File: src/rtl/vocoder2_if.sv
// Sample-stream bundle for the two-band vocoder.
// Transfer rule: there is no valid/ready pair. The source presents a new
// data_in before every rising edge and the block consumes it at that edge;
// data_out and status are registered and change only on the rising edge.
interface vocoder2_if;
    logic [23:0] data_in;
    logic [23:0] data_out;
    logic        status;

    modport master (output data_in, input data_out, input status);
    modport slave  (input data_in, output data_out, output status);
endinterface

File: src/rtl/vocoder2.sv
// Two-band channel vocoder: modulator envelopes scale a sawtooth carrier
// split into the same low/high bands. Five register stages from data_in
// to data_out: delay line, band split, envelope, mix, output.
module vocoder2 #(
    parameter logic [23:0] CARRIER_STEP = 24'h010000,
    parameter int          ENV_SHIFT    = 3
) (
    input logic       clk,
    input logic       rst,
    vocoder2_if.slave bus
);
    // Low band is the 4-tap moving average; arithmetic shift keeps it floored.
    function automatic logic signed [23:0] split_low(input logic signed [23:0] a,
                                                     input logic signed [23:0] b,
                                                     input logic signed [23:0] c,
                                                     input logic signed [23:0] d);
        logic signed [25:0] sum;
        logic signed [25:0] shr;
        sum = 26'(a) + 26'(b) + 26'(c) + 26'(d);
        shr = sum >>> 2;
        return shr[23:0];
    endfunction

    function automatic logic signed [23:0] sat_25(input logic signed [24:0] v);
        if (v[24] != v[23]) return v[24] ? 24'sh800000 : 24'sh7fffff;
        return v[23:0];
    endfunction

    // High band is the newest sample minus the low band, clamped to 24 bits.
    function automatic logic signed [23:0] split_high(input logic signed [23:0] x,
                                                      input logic signed [23:0] low);
        logic signed [24:0] diff;
        diff = 25'(x) - 25'(low);
        return sat_25(diff);
    endfunction

    // Magnitude with the single unrepresentable case clamped.
    function automatic logic [23:0] rectify(input logic signed [23:0] a);
        if (a == 24'sh800000) return 24'h7fffff;
        if (a[23]) return 24'(-a);
        return a;
    endfunction

    // One-pole follower; the signed difference lets the envelope fall as well as rise.
    function automatic logic [23:0] env_next(input logic [23:0] env, input logic [23:0] mag);
        logic signed [24:0] diff;
        logic signed [24:0] stp;
        logic signed [24:0] sum;
        diff = $signed({1'b0, mag}) - $signed({1'b0, env});
        stp  = diff >>> ENV_SHIFT;
        sum  = $signed({1'b0, env}) + stp;
        return sum[23:0];
    endfunction

    // Unsigned envelope times signed carrier band, rescaled by 2^23.
    function automatic logic signed [24:0] mix(input logic [23:0] env, input logic signed [23:0] c);
        logic signed [48:0] prod;
        prod = $signed({25'b0, env}) * 49'(c);
        return prod[47:23];
    endfunction

    logic signed [23:0] x0, x1, x2, x3;
    logic signed [23:0] cx0, cx1, cx2, cx3;
    logic [23:0]        phase;
    logic [23:0]        abs_low, abs_high;
    logic signed [23:0] c_low, c_high;
    logic signed [23:0] c_low_d, c_high_d;
    logic [23:0]        env_low, env_high;
    logic signed [24:0] p_low, p_high;
    logic [23:0]        data_out_q;
    logic [3:0]         cnt;

    logic signed [23:0] in_low_n, in_high_n, c_low_n, c_high_n;
    logic signed [25:0] out_sum;
    logic [23:0]        out_n;

    // Band split of both delay lines and saturating sum of the two mixed bands.
    always_comb begin
        in_low_n  = split_low(x0, x1, x2, x3);
        in_high_n = split_high(x0, in_low_n);
        c_low_n   = split_low(cx0, cx1, cx2, cx3);
        c_high_n  = split_high(cx0, c_low_n);
        out_sum   = 26'(p_low) + 26'(p_high);
        out_n     = out_sum[23:0];
        if (out_sum > 26'sd8388607)
            out_n = 24'h7fffff;
        else if (out_sum < -26'sd8388608)
            out_n = 24'h800000;
    end

    // Stage 1: modulator and carrier delay lines plus the phase accumulator.
    always_ff @(posedge clk) begin
        if (rst) begin
            x0 <= '0; x1 <= '0; x2 <= '0; x3 <= '0;
            cx0 <= '0; cx1 <= '0; cx2 <= '0; cx3 <= '0;
            phase <= '0;
        end else begin
            x0 <= bus.data_in; x1 <= x0; x2 <= x1; x3 <= x2;
            cx0 <= phase; cx1 <= cx0; cx2 <= cx1; cx3 <= cx2;
            phase <= phase + CARRIER_STEP;
        end
    end

    // Stage 2: rectified modulator bands and raw carrier bands.
    always_ff @(posedge clk) begin
        if (rst) begin
            abs_low <= '0; abs_high <= '0;
            c_low <= '0; c_high <= '0;
        end else begin
            abs_low  <= rectify(in_low_n);
            abs_high <= rectify(in_high_n);
            c_low    <= c_low_n;
            c_high   <= c_high_n;
        end
    end

    // Stage 3: envelopes, with the carrier bands held one cycle to line up.
    always_ff @(posedge clk) begin
        if (rst) begin
            env_low <= '0; env_high <= '0;
            c_low_d <= '0; c_high_d <= '0;
        end else begin
            env_low  <= env_next(env_low, abs_low);
            env_high <= env_next(env_high, abs_high);
            c_low_d  <= c_low;
            c_high_d <= c_high;
        end
    end

    // Stages 4 and 5: per-band products, then the saturated output sample.
    always_ff @(posedge clk) begin
        if (rst) begin
            p_low <= '0; p_high <= '0;
            data_out_q <= '0;
        end else begin
            p_low      <= mix(env_low, c_low_d);
            p_high     <= mix(env_high, c_high_d);
            data_out_q <= out_n;
        end
    end

    // Edges since reset release, held at 15 so status never drops mid-stream.
    always_ff @(posedge clk) begin
        if (rst)
            cnt <= '0;
        else if (cnt != 4'hf)
            cnt <= cnt + 4'd1;
    end

    assign bus.data_out = data_out_q;
    assign bus.status   = (cnt >= 4'd8);
endmodule

File: src/flat_wrapper.sv
// flat-port wrapper written by rule: the top's interface ports become plain ports
module vocoder2_flat 
#(
    parameter logic [23:0] CARRIER_STEP = 24'h010000,
    parameter int          ENV_SHIFT    = 3
)
  (clk, rst, bus_data_in, bus_data_out, bus_status);
  vocoder2_if bus_i ();
  input logic clk;
  input logic rst;
  input wire logic [$bits(bus_i.data_in)-1:0] bus_data_in;
  output wire logic [$bits(bus_i.data_out)-1:0] bus_data_out;
  output wire logic [$bits(bus_i.status)-1:0] bus_status;
  assign bus_i.data_in = bus_data_in;
  assign bus_data_out = bus_i.data_out;
  assign bus_status = bus_i.status;
  vocoder2 #(.CARRIER_STEP(CARRIER_STEP), .ENV_SHIFT(ENV_SHIFT)) u_core (.clk(clk), .rst(rst), .bus(bus_i));
endmodule
File: config.mk
export PLATFORM = sky130hd
export DESIGN_NAME = vocoder2_flat
export DESIGN_NICKNAME = d
export VERILOG_FILES = /design/src/rtl/vocoder2_if.sv /design/src/rtl/vocoder2.sv /design/src/flat_wrapper.sv
export SDC_FILE = /design/constraint.sdc
export NUM_CORES = 2
export LEC_CHECK = 0
export CAP_MARGIN = 20
export CORE_MARGIN = 2
export CORE_UTILIZATION = 50
export CTS_CLUSTER_DIAMETER = 100
export CTS_CLUSTER_SIZE = 14
export DETAILED_ROUTE_END_ITERATION = 16
export PLACE_DENSITY = 0.69
export SLEW_MARGIN = 5
export SYNTH_ARGS = -nofsm -noshare
export SYNTH_HDL_FRONTEND = slang
export SYNTH_SLANG_ARGS = --single-unit
File: constraint.sdc
create_clock -name clk -period 11.5 [get_ports clk]
set_clock_uncertainty 0.2 [all_clocks]
set_input_delay 2.3 -clock clk [delete_from_list [all_inputs] [get_ports clk]]
set_output_delay 2.3 -clock clk [all_outputs]
set_load 0.02 [all_outputs]
==> results.rst <==
.. list-table::
   :header-rows: 1

   * - Metric
     - Value
   * - Most used DFF post-synth
     - sky130_fd_sc_hd__dfxtp_1
   * - Area after detailed placement
     - roughly 44000 um2
   * - CTS hold repair buffers
     - 0
   * - Number of violations reported at the end of detailed-routing iteration 0
     - between 1500 and 2000
   * - Per-cell via count in the routed design
     - 5.260
   * - Average routed wire per standard cell
     - 16.76 um
   * - Post-CTS setup buffers
     - 0
   * - Core Footprint
     - about 84000 um2
   * - Asr flop ratio synth
     - 0
   * - Crit. End Element
     - flop
   * - Pins Over Slew Limit
     - 0
   * - Worst-path clk slew
     - 70 ps
   * - CP bufs+invs
     - 4
   * - Maximum capacitance violations
     - 0
   * - Sinks on Clock Net
     - 352
   * - Worst flop-to-flop path startpoint
     - u_core.x3[4]$_SDFF_PP0_
   * - Total of buffers placed on input and output ports
     - 50
   * - Clk root buf
     - sky130_fd_sc_hd__clkbuf_16
   * - Growth of design area from synthesis to finish
     - 5.678%
   * - Post-cts repair resize count
     - 0
   * - Clock tree from TritonCTS
     - built
   * - All-Layer GR Usage
     - 0.2251
   * - Routed WL
     - 94660 um
   * - DRC viols
     - 0
   * - Peak supply drop
     - 0.1199 mV
   * - Maximum net fanout on the critical path
     - 18
   * - Worst-case clock buffer depth
     - 3
   * - Horizontal die dimension
     - roughly 300 um
   * - Fin crit share
     - 0.8587
   * - Synthesized flop and latch total
     - 352
   * - Data required time of the critical path
     - 11740 ps
   * - Warnings, synthesis
     - 0
   * - Worst setup path category
     - flop to flop
   * - Worst Max-Slew Pin Slew
     - 1134 ps
   * - Slew margin rel.
     - 0.2428
   * - DIE AREA
     - 87010 um2
   * - HPWL Detailed
     - 78320 um
   * - Number of enable-type register cells in the synthesized netlist
     - 0
   * - Antenna viol nets, final
     - 0
   * - Hold-critical path endpoint
     - u_core.c_low_d[21]$_SDFF_PP0_
   * - Initial Util
     - 0.5058
   * - Fraction of the yosys area taken by sequential cells
     - 0.1665
   * - Classification of the worst-slack hold path
     - flop to flop
   * - Final-stage net count
     - 5701
   * - RSZ-0062 raised after global routing
     - no
   * - Cells on Worst Hold Path
     - 1
   * - Leading cell types in the layout, fill and taps excluded
     - sky130_fd_sc_hd__inv_1, sky130_fd_sc_hd__fa_1, sky130_fd_sc_hd__ha_1
   * - Total of endpoints with negative setup slack in the final report
     - 0
   * - Result of the run
     - complete, no violations
   * - Post-Synthesis Net Count
     - 5742
   * - Worst R2R End
     - u_core.abs_high[18]$_SDFF_PP0_
   * - Depth of the most critical reg-to-reg path
     - 38
   * - Vias in the first global route
     - 30580
   * - Number of hold violations in the final report
     - 0
   * - GR met2 Demand/Resource
     - 0.3656
   * - Setup TNS
     - 0 ps
   * - Busiest layer in global routing
     - met2
   * - Pwr dens
     - 192.6 nW/um2
   * - Count of mapped cells out of synthesis
     - 4547
   * - Syn Std Cell Area
     - 42330 um2
   * - Number of unique standard cell types used by synthesis
     - 87
   * - Standard-cell row count
     - about 110
   * - Worst path slowest cell
     - sky130_fd_sc_hd__a2111oi_0
   * - Most frequent standard cell in the layout excluding fill and tap cells
     - sky130_fd_sc_hd__inv_1
   * - Number of placed I/O pins
     - between 50 and 60
   * - Cell family with the largest share of critical-path delay
     - compound AO/OA/AOI/OAI gates
   * - Total vias in the final route
     - approximately 30000
   * - Layout Cell Area excl Fill
     - between 40000 and 50000 um2
   * - Routing usage on met1
     - 0.3228
   * - Worst setup path start
     - u_core.x3[4]$_SDFF_PP0_
   * - Clock period minus final worst setup slack
     - ~10000 ps
   * - Synth Area per Inst
     - 9.310 um2
   * - GR met3 Demand/Resource
     - 0.02842
   * - Launching element type of the critical path
     - flop
   * - Last weighted congestion value of the routability-driven placer
     - 0.9394
   * - Final core utilization
     - 0.5346
   * - Largest stage delay on the critical path
     - 680 ps
   * - Largest net degree at the start of global routing
     - 147
   * - Hold path startpoint
     - u_core.c_low[21]$_SDFF_PP0_
   * - Share of post-route cells with drive strength above 1
     - 0.02282
   * - H-tree depth
     - 1
   * - Wire length of the first global-routing pass
     - 158000 um
   * - Die Y-Extent
     - 295.0 um
   * - Cts bufs inserted
     - 31
   * - Endpoint arrival time on the critical path
     - 10110 ps
   * - Number of antenna violations at the first check in global routing
     - 2
   * - Leakage power figure
     - about 21 nW
   * - Setup slack of the worst register-to-register path
     - between 1500 and 2000 ps
   * - Peak clock frequency supported by timing
     - 101.3 MHz
   * - Insertion delay to the later sink of the worst-skew pair
     - just over 600 ps
   * - Remaining global-route overflow
     - 0
   * - First-pass detailed-route iteration total
     - 7
[synth_stat cells, drive strengths merged (17+ instances only)]
master    n  share of area
a21oi   178          0.021
nor3     73         0.0086
nand2   418          0.037
a211oi   33         0.0059
or3      21         0.0031
o31ai    17         0.0033
clkbuf  139          0.012
o21ai    90          0.011
inv     771          0.068
o21a     36         0.0064
a31oi    21         0.0031
nand3    34         0.0040
xnor2   150          0.031
nor2b   135          0.020
and3     25         0.0037
dfxtp   352           0.17
and2    197          0.029
fa      660           0.31
o21bai   28         0.0051
xor2     78          0.016
a21o     87          0.015
nand2b   38         0.0058
nor2    293          0.026
ha      509           0.15
[power by group]
| part | total, mW | internal (mW) | switching, mW | leakage, nW |
|---|---|---|---|---|
| registers | 1.80 | 1.46 | 0.340 | 2.89 |
| clock network | 0.978 | 0.512 | 0.466 | 0.434 |
| logic | 5.84 | 2.56 | 3.28 | 17.9 |
| total | 8.62 | 4.53 | 4.08 | 21.2 |
[cell families (layout without fill, tap and decap cells)]
logic type / after synthesis / after routing / share of synthesized area
AO/OA/AOI/OAI: 584 / 584 / 0.09216
adder cells (fa/ha/maj): 1169 / 1169 / 0.4626
XOR/XNOR: 229 / 229 / 0.04788
buffers and inverters: 917 / 883 / 0.08172
flip-flops: 352 / 352 / 0.1665
AND/OR/NAND/NOR: 1288 / 1288 / 0.1473
multiplexers: 8 / 8 / 0.001951
other: 0 / 2 / 0
[worst max-delay path by stage]
stage / depth (start not counted) / slack [ps] / to
5_1_grt: 38 / 830 / u_core.abs_high[18]$_SDFF_PP0_
2_1_floorplan: 39 / 2860 / u_core.abs_high[10]$_SDFF_PP0_
3_3_place_gp: 38 / 2020 / u_core.abs_high[16]$_SDFF_PP0_
6_report: 38 / 1630 / u_core.abs_high[18]$_SDFF_PP0_
3_5_place_dp: 38 / 1780 / u_core.abs_high[16]$_SDFF_PP0_
4_1_cts: 38 / 1750 / u_core.abs_high[19]$_SDFF_PP0_
[final cells by class]
class                           instances  area [um2]
Fill cell                            7574       38950
Multi-Input combinational cell       3278       31830
Sequential cell                       352        7047
Inverter                              772        2898
Tap cell                             1134        1419
Clock buffer                           33       793.3
Timing Repair Buffer                   71       663.1
Clock inverter                          7       80.08
Antenna cell                            2       5.005
[registers in the layout (all words and copies together) (netlist names), 10 cells and up]
| signal | flops |
|---|---|
| u_core.abs_low | 24 |
| u_core.abs_high | 24 |
| u_core.p_low | 25 |
| u_core.c_low_d | 10 |
| u_core.c_high_d | 11 |
| u_core.p_high | 25 |
| u_core.c_low | 10 |
| u_core.x2 | 24 |
| u_core.bus.data_out | 24 |
| u_core.env_high | 24 |
| u_core.x3 | 24 |
| u_core.x1 | 24 |
| u_core.x0 | 24 |
| u_core.env_low | 24 |
| u_core.c_high | 11 |
[through the flow]
| stage | hold slack, ps | power [mW] | std cells | worst slack (ps) |
|---|---|---|---|---|
| after floorplan | 213.8 | 6.299 | 4547 | 2860 |
| after global placement | 217.4 | 7.528 | 5607 | 2022 |
| after detailed placement | 222.7 | 7.631 | 5607 | 1782 |
| after CTS | 245.4 | 8.654 | 5647 | 1753 |
| after global routing | 260.7 | 9.544 | 5647 | 830.5 |
| final | 241.9 | 8.616 | 5649 | 1625 |
[routing by layer]
metal  vias to the layer above  share of wire
li1                      14300              -
met1                     14630           0.48
met2                       680           0.45
met3                       101          0.051
met4                         2          0.022
met5                         -        0.00014
(Power assumes the default switching activity.)
